### src/rtl/int_byte_arb_pkg.sv
// Shared types and narrowing helpers for the int-to-byte round-robin arbiter.
package int_byte_arb_pkg;

    localparam int unsigned CNT_W = 16;

    typedef enum logic {
        EMPTY = 1'b0,
        FULL  = 1'b1
    } state_e;

    // Clamp a signed int into the signed byte range.
    function automatic byte narrow_sat(input int v);
        if (v > 127) begin
            return 8'sh7F;
        end else if (v < -128) begin
            return 8'sh80;
        end else begin
            return 8'(v);
        end
    endfunction

    function automatic byte narrow_trunc(input int v);
        return 8'(v);
    endfunction

endpackage

### src/rtl/int_byte_rr_arbiter_rr_pick.sv
// Rotating priority encoder: first valid index at or after ptr, wrapping at N-1.
module rr_pick #(
    parameter int unsigned N = 4
) (
    input  logic [N-1:0]         valid,
    input  logic [$clog2(N)-1:0] ptr,
    output logic                 any,
    output logic [$clog2(N)-1:0] idx
);

    localparam int unsigned IW = $clog2(N);

    logic [IW:0] sum;
    logic        found;

    always_comb begin
        found = 1'b0;
        idx   = '0;
        sum   = '0;
        // ptr < N, so a single conditional subtract keeps ptr+k inside [0, N).
        for (int unsigned k = 0; k < N; k++) begin
            sum = {1'b0, ptr} + (IW+1)'(k);
            if (sum >= (IW+1)'(N)) begin
                sum = sum - (IW+1)'(N);
            end
            if (!found && valid[sum[IW-1:0]]) begin
                found = 1'b1;
                idx   = sum[IW-1:0];
            end
        end
        any = found;
    end

endmodule

### src/rtl/int_byte_rr_arbiter.sv
// Round-robin arbiter sharing one int-to-byte narrowing stage across NREQ
// requesters, with a single-entry valid/ready output register.
module int_byte_rr_arbiter
    import int_byte_arb_pkg::*;
#(
    parameter int unsigned NREQ = 4,
    parameter bit          SAT  = 1'b0
) (
    input  logic                    clk,
    input  logic                    rst,
    input  logic [NREQ-1:0]         req_valid,
    input  int                      req_data [NREQ],
    output logic [NREQ-1:0]         req_ready,
    input  logic                    flush,
    output logic                    out_valid,
    output logic signed [7:0]       out_data,
    output logic [$clog2(NREQ)-1:0] out_src,
    input  logic                    out_ready,
    output logic [CNT_W-1:0]        grant_cnt
);

    localparam int unsigned SW = $clog2(NREQ);

    state_e                state_q, state_d;
    logic [SW-1:0]         ptr_q, ptr_d;
    logic [CNT_W-1:0]      cnt_q, cnt_d;
    logic signed [7:0]     data_q, data_d;
    logic [SW-1:0]         src_q, src_d;
    logic                  pick_any;
    logic [SW-1:0]         pick_idx;
    logic                  can_load;

    rr_pick #(.N(NREQ)) u_pick (
        .valid (req_valid),
        .ptr   (ptr_q),
        .any   (pick_any),
        .idx   (pick_idx)
    );

    always_ff @(posedge clk) begin
        if (rst) begin
            state_q <= EMPTY;
            ptr_q   <= '0;
            cnt_q   <= '0;
            data_q  <= '0;
            src_q   <= '0;
        end else begin
            state_q <= state_d;
            ptr_q   <= ptr_d;
            cnt_q   <= cnt_d;
            data_q  <= data_d;
            src_q   <= src_d;
        end
    end

    // Next state, grant and load; flush and reset block any accept.
    always_comb begin
        state_d   = state_q;
        ptr_d     = ptr_q;
        cnt_d     = cnt_q;
        data_d    = data_q;
        src_d     = src_q;
        req_ready = '0;
        can_load  = (state_q == EMPTY) || out_ready;

        if (rst || flush) begin
            state_d = EMPTY;
        end else if (can_load && pick_any) begin
            req_ready[pick_idx] = 1'b1;
            data_d  = SAT ? narrow_sat(req_data[pick_idx])
                          : narrow_trunc(req_data[pick_idx]);
            src_d   = pick_idx;
            ptr_d   = (pick_idx == SW'(NREQ-1)) ? '0 : pick_idx + SW'(1);
            cnt_d   = cnt_q + CNT_W'(1);
            state_d = FULL;
        end else if ((state_q == FULL) && out_ready) begin
            state_d = EMPTY;
        end
    end

    assign out_valid = (state_q == FULL);
    assign out_data  = data_q;
    assign out_src   = src_q;
    assign grant_cnt = cnt_q;

endmodule

### config.mk
export PLATFORM = sky130hd
export DESIGN_NAME = int_byte_rr_arbiter
export DESIGN_NICKNAME = d
export VERILOG_FILES = /design/src/rtl/int_byte_arb_pkg.sv /design/src/rtl/int_byte_rr_arbiter_rr_pick.sv /design/src/rtl/int_byte_rr_arbiter.sv
export SDC_FILE = /design/constraint.sdc
export NUM_CORES = 1
export LEC_CHECK = 0
export BUFFER_PORTS_ARGS = -buffer_cell sky130_fd_sc_hd__buf_2
export CORE_ASPECT_RATIO = 1.75
export CORE_UTILIZATION = 34
export DETAILED_ROUTE_END_ITERATION = 6
export GPL_TIMING_DRIVEN = 0
export PLACE_DENSITY = 0.82
export SLEW_MARGIN = 10
export SYNTH_ARGS = -nofsm -noshare
export SYNTH_HDL_FRONTEND = slang
export SYNTH_SLANG_ARGS = --single-unit
### constraint.sdc
create_clock -name clk -period 6.7 [get_ports clk]
set_clock_uncertainty 0.2 [all_clocks]
set_input_delay 1.675 -clock clk [delete_from_list [all_inputs] [get_ports clk]]
set_output_delay 1.675 -clock clk [all_outputs]
set_load 0.02 [all_outputs]
==> Word-level counts from Yosys, hierarchy flattened <==
Cells that the tools add are included.
{ "word_totals": {"regBits": 29, "latch_bits": 0, "ram_bits": 0, "rom_bits": 0, "in_bits": 136, "output_inout_bits": 31, "wordCells": 73, "memories": 0} }
{ "op_classes": {"addsub": 9, "multipliers": 0, "div_mod_pow": 0, "n_lt_le_gt_ge": 11, "eq_ne": 1, "shift": 0, "n_mux": 30, "bitwise_logic": 3, "n_reduce_logical": 14} }
{ "ops": {"columns": ["op", "n"], "rows": [
  ["$bmux 32 s2", 1],
  ["$mux 2", 9],
  ["$add 16x1->16 const B", 1],
  ["$mux 8", 2],
  ["$lt 2x3->1 const B", 5],
  ["$ge 3x3->1 const B", 4],
  ["$mux 1", 11],
  ["$bmux 1 s2", 4],
  ["$mux 4", 2],
  ["$sub 2x1->2 const B", 4],
  ["$add 2x2->3 const B", 2],
  ["$logic_and 1x1->1", 6],
  ["$add 2x1->3 const B", 1],
  ["$ge 2x3->1 const B", 1],
  ["$logic_not 1->1", 3],
  ["$not 2->3", 1],
  ["$add 2x1->2 const B", 1],
  ["$demux 1 s2", 1],
  ["$eq 2x2->1 const B", 1],
  ["$ge 2x1->1 const B", 1],
  ["$logic_or 1x1->1", 2],
  ["$not 1->1", 2],
  ["$reduce_and 2->1", 1],
  ["$reduce_bool 2->1", 1],
  ["$reduce_or 2->1", 1]
]} }

==> Depth between registers and ports, before layout <==
{ "depth": {"depth_word": 20, "ltp_mapped": 9, "depth_no_buf": 7} }

==> Cells and area by module <==
Synthesis repeated with hierarchy kept, for this count alone.
{ "unflattened": {"hier_cells": 179, "area_unflattened_um2": 1546.5} }
{ "modules_own_cells": {"columns": ["module", "n_inst", "cells_each", "area_each_um2"], "rows": [
  ["int_byte_rr_arbiter", 1, 164, 1468.9],
  ["rr_pick", 1, 15, 77.6]
]} }

==> Least setup slack after synthesis <==
Ideal clock, no wire load.
{ "synth_path": {"path_type": "in2out", "from": "input port flush", "to": "output port req_ready[0]", "arrival_time_ns": 3.169, "path_slack_ns": 1.656, "path_stages": 6, "n_path_buf": 3, "path_cell_list": "or2_1 buf_2 or3_1 buf_2 buf_2 nor3b_1"} }
{ "synth_between": {"elab_chain_cells": 2} }
{ "synth_rtl": {"columns": ["element", "line_no", "source"], "rows": [
  ["from (decl)", "int_byte_rr_arbiter.sv:14", "input logic flush,"],
  ["$logic_or 1x1->1", "int_byte_rr_arbiter.sv:66", "if (rst || flush) begin"],
  ["$mux 4", "int_byte_rr_arbiter.sv:66", null],
  ["to (decl)", "int_byte_rr_arbiter.sv:13", "output logic [NREQ-1:0] req_ready,"]
]} }
Every way passes these cells.

==> Final worst setup path <==
Ends and elaborated chain as after synthesis.

==> flow_summary.json <==
{
  "outcome": "finished clean",
  "fmax_mhz": 195,
  "report.final.slew_viol_count": 0,
  "post-cts-setup-buffers": 0,
  "syn_inst": 169,
  "ctsResizeCount": 0,
  "stdcell_count": 296,
  "crit_fanout": 10,
  "clkLatencyLatePin_ns": 0.29,
  "wirelength_um": 4000,
  "post-route-drc-count": 0,
  "diodes": 0,
  "place_ws_ns": 1.60,
  "grt_pass1_vias": 1606,
  "p_per_area_nw_per_um2": 226,
  "pin_count": 167,
  "vias": 1584,
  "synthSimpleGateAreaFrac_pct": 25.9,
  "start_util_pct": 36.1,
  "synthesis.nets": 307,
  "syn2layout_area_growth_pct": 34.9,
  "cts_buffers": 5,
  "place_inst": 288,
  "synth.avg_cell_area_sq_um": 8.94,
  "synth.distinct_cells": 34,
  "synth_top_family_by_area": "simple AND/OR/NAND/NOR gates",
  "rows": 31,
  "power.leakage_nw": 1.01,
  "synth_xor_area_share_pct": 8.69,
  "grtUsageTotal_pct": 18.5,
  "synth_top_cell_area_share_pct": 38.4,
  "antenna_found_initial": 0,
  "cp-start-kind": "primary input",
  "clk_pin_slew_ns": 0.07,
  "crit_path_start": "flush",
  "final_common_cell": "buf_2",
  "drtIter0Drc": 27,
  "gr-total-overflow": 0,
  "ctsHoldBuffers": 0,
  "grt_pass1_wl_um": 6760,
  "layout_common_cells": "74 x buf_2, 29 x dfxtp_1, 20 x nor2_1",
  "cts_tree": "done",
  "clk_path_buf_depth": 2,
  "rsz0062_at_grt": "false",
  "syn_area_sq_um": 1510,
  "port_buffers": 70,
  "wl_per_cell_um": 13.5,
  "ant_nets": 0,
  "die_x_um": 52.4,
  "cp-end-kind": "primary output",
  "reg2reg_from": "ptr_q[0]",
  "multi_input_area_sq_um": 868,
  "layout-drive-gt1-share_pct": 35.2,
  "hp-class": "flop to flop",
  "r2r_setup_slack_ns": 4.65,
  "arrival_ns": 3.24,
  "finalSetupViolations": 0,
  "maxCapViolations": 0,
  "slew_headroom_pct": 60.2,
  "core_sq_um": 4190,
  "num-nets-final": 384,
  "finalWorstSetupSlack_ns": 1.58,
  "dieArea_sq_um": 4730,
  "synthMuxAreaShare_pct": 10.6,
  "tightestPinTransition_ns": 0.594,
  "htreeDepth": 2,
  "hp-start": "out_src[1]",
  "synth-compound-area-share_pct": 10.6,
  "grt_max_degree": 11,
  "finalHoldViolations": 0,
  "finalCritPeriodShare_pct": 76.4,
  "gp_congestion": 0.769,
  "cts.sinks": 29,
  "worstPathRequired_ns": 4.83,
  "ys_seq_area_share_pct": 38.4,
  "synth.area.top_cells": "dfxtp_1 38%, mux2i_1 11%, xor2_1 7.5%",
  "yosys_warnings": 0,
  "dieHeight_um": 90.2,
  "synthAdderAreaFrac_pct": 1.66,
  "fin_setup_tns_ns": 0,
  "synth_area_leader_cell": "dfxtp_1",
  "fillCellCount": 412,
  "crit_type": "primary input to primary output",
  "dr.pass1.iters": 4,
  "hpwl_um": 3060,
  "ir_drop_mv": 0.189,
  "seq_area_sq_um": 581,
  "period_minus_slack_ns": 5.12,
  "root_buffer": "clkbuf_8",
  "via_per_inst": 5.35,
  "ys_seq_elements": 29
}
power breakdown:
group	internal (mW)	switching, mW	total (mW)
combinational	0.0356	0.0464	0.0821
sequential	0.181	0.00509	0.186
clock	0.121	0.0711	0.192
cell usage after synthesis:
master	n
a211o_1	1
a21boi_1	1
a21o_1	1
a21oi_1	6
a22oi_1	1
and2_1	1
and3_1	4
and4_1	2
buf_2	4
buf_6	1
clkbuf_1	2
clkbuf_2	1
clkinv_1	1
dfxtp_1	29
ha_1	2
inv_1	4
mux2i_1	16
nand2_1	12
nand2b_1	2
nand3_1	15
nand4_1	5
nor2_1	20
nor2b_1	3
nor3_2	2
nor3b_1	1
nor4_4	1
nor4b_4	1
o21ai_0	2
o21ai_1	2
o221ai_1	9
or2_1	1
or3_1	1
xnor2_1	2
xor2_1	13
kinds of logic after synthesis:
| family | count (synthesis) |
|---|---|
| buffers and inverters | 13 |
| AOI/OAI and AO/OA | 23 |
| muxes | 16 |
| adders and majority gates | 2 |
| xor gates and xnor gates | 15 |
| DFF | 29 |
| and+or+nand+nor | 71 |
path summary, 6_finish.rpt:
path | end | depth (start not counted)
min reg2reg | out_src[1] | 2
max | req_ready[0] | 8
max reg2reg | ptr_q[1] | 9
min | out_src[1] | 2
metrics by stage:
stage	instance area, sq um	power (mW)	hold slack [ns]	utilization [%]
finish	2040	0.460	0.258	48.7
global route	2040	0.478	0.282	48.7
CTS	2040	0.465	0.259	48.7
detailed placement	1920	0.271	0.248	45.9
global placement	1920	0.269	0.239	45.9
floorplan	1510	0.241	0.250	-
area by class of cell:
type                            instances  area share (%)
Tap cell                               49            3.01
Timing Repair Buffer                   70            17.2
Buffer                                  8            2.15
Clock inverter                          1            1.47
Sequential cell                        29            28.5
Multi-Input combinational cell        127            42.6
Inverter                                5           0.920
Clock buffer                            7            4.23
critical path, stage by stage:
cell and delay (ns):
buf_2 0.10, or2_1 0.22, buf_2 0.16, or3_1 0.30, buf_2 0.17, buf_2 0.20, nor3b_1 0.21, buf_2 0.20
state kept, by name (all words and copies together), names as in the netlist:
signal and count:
grant_cnt 16, out_data 8, out_src 2, ptr_q 2, out_valid 1
layer usage:
| metal | vias to the layer above | wire (um) | track usage, % | part of all wire [%] |
|---|---|---|---|---|
| met2 | 83 | 2070 | 32.3 | 52 |
| met5 | - | 0 | 0 | 0 |
| met4 | 0 | 112 | 9.43 | 2.8 |
| met1 | 735 | 1480 | 18.8 | 37 |
| li1 | 754 | - | - | - |
| met3 | 12 | 333 | 5.25 | 8.3 |
(Power assumes the default switching activity.)
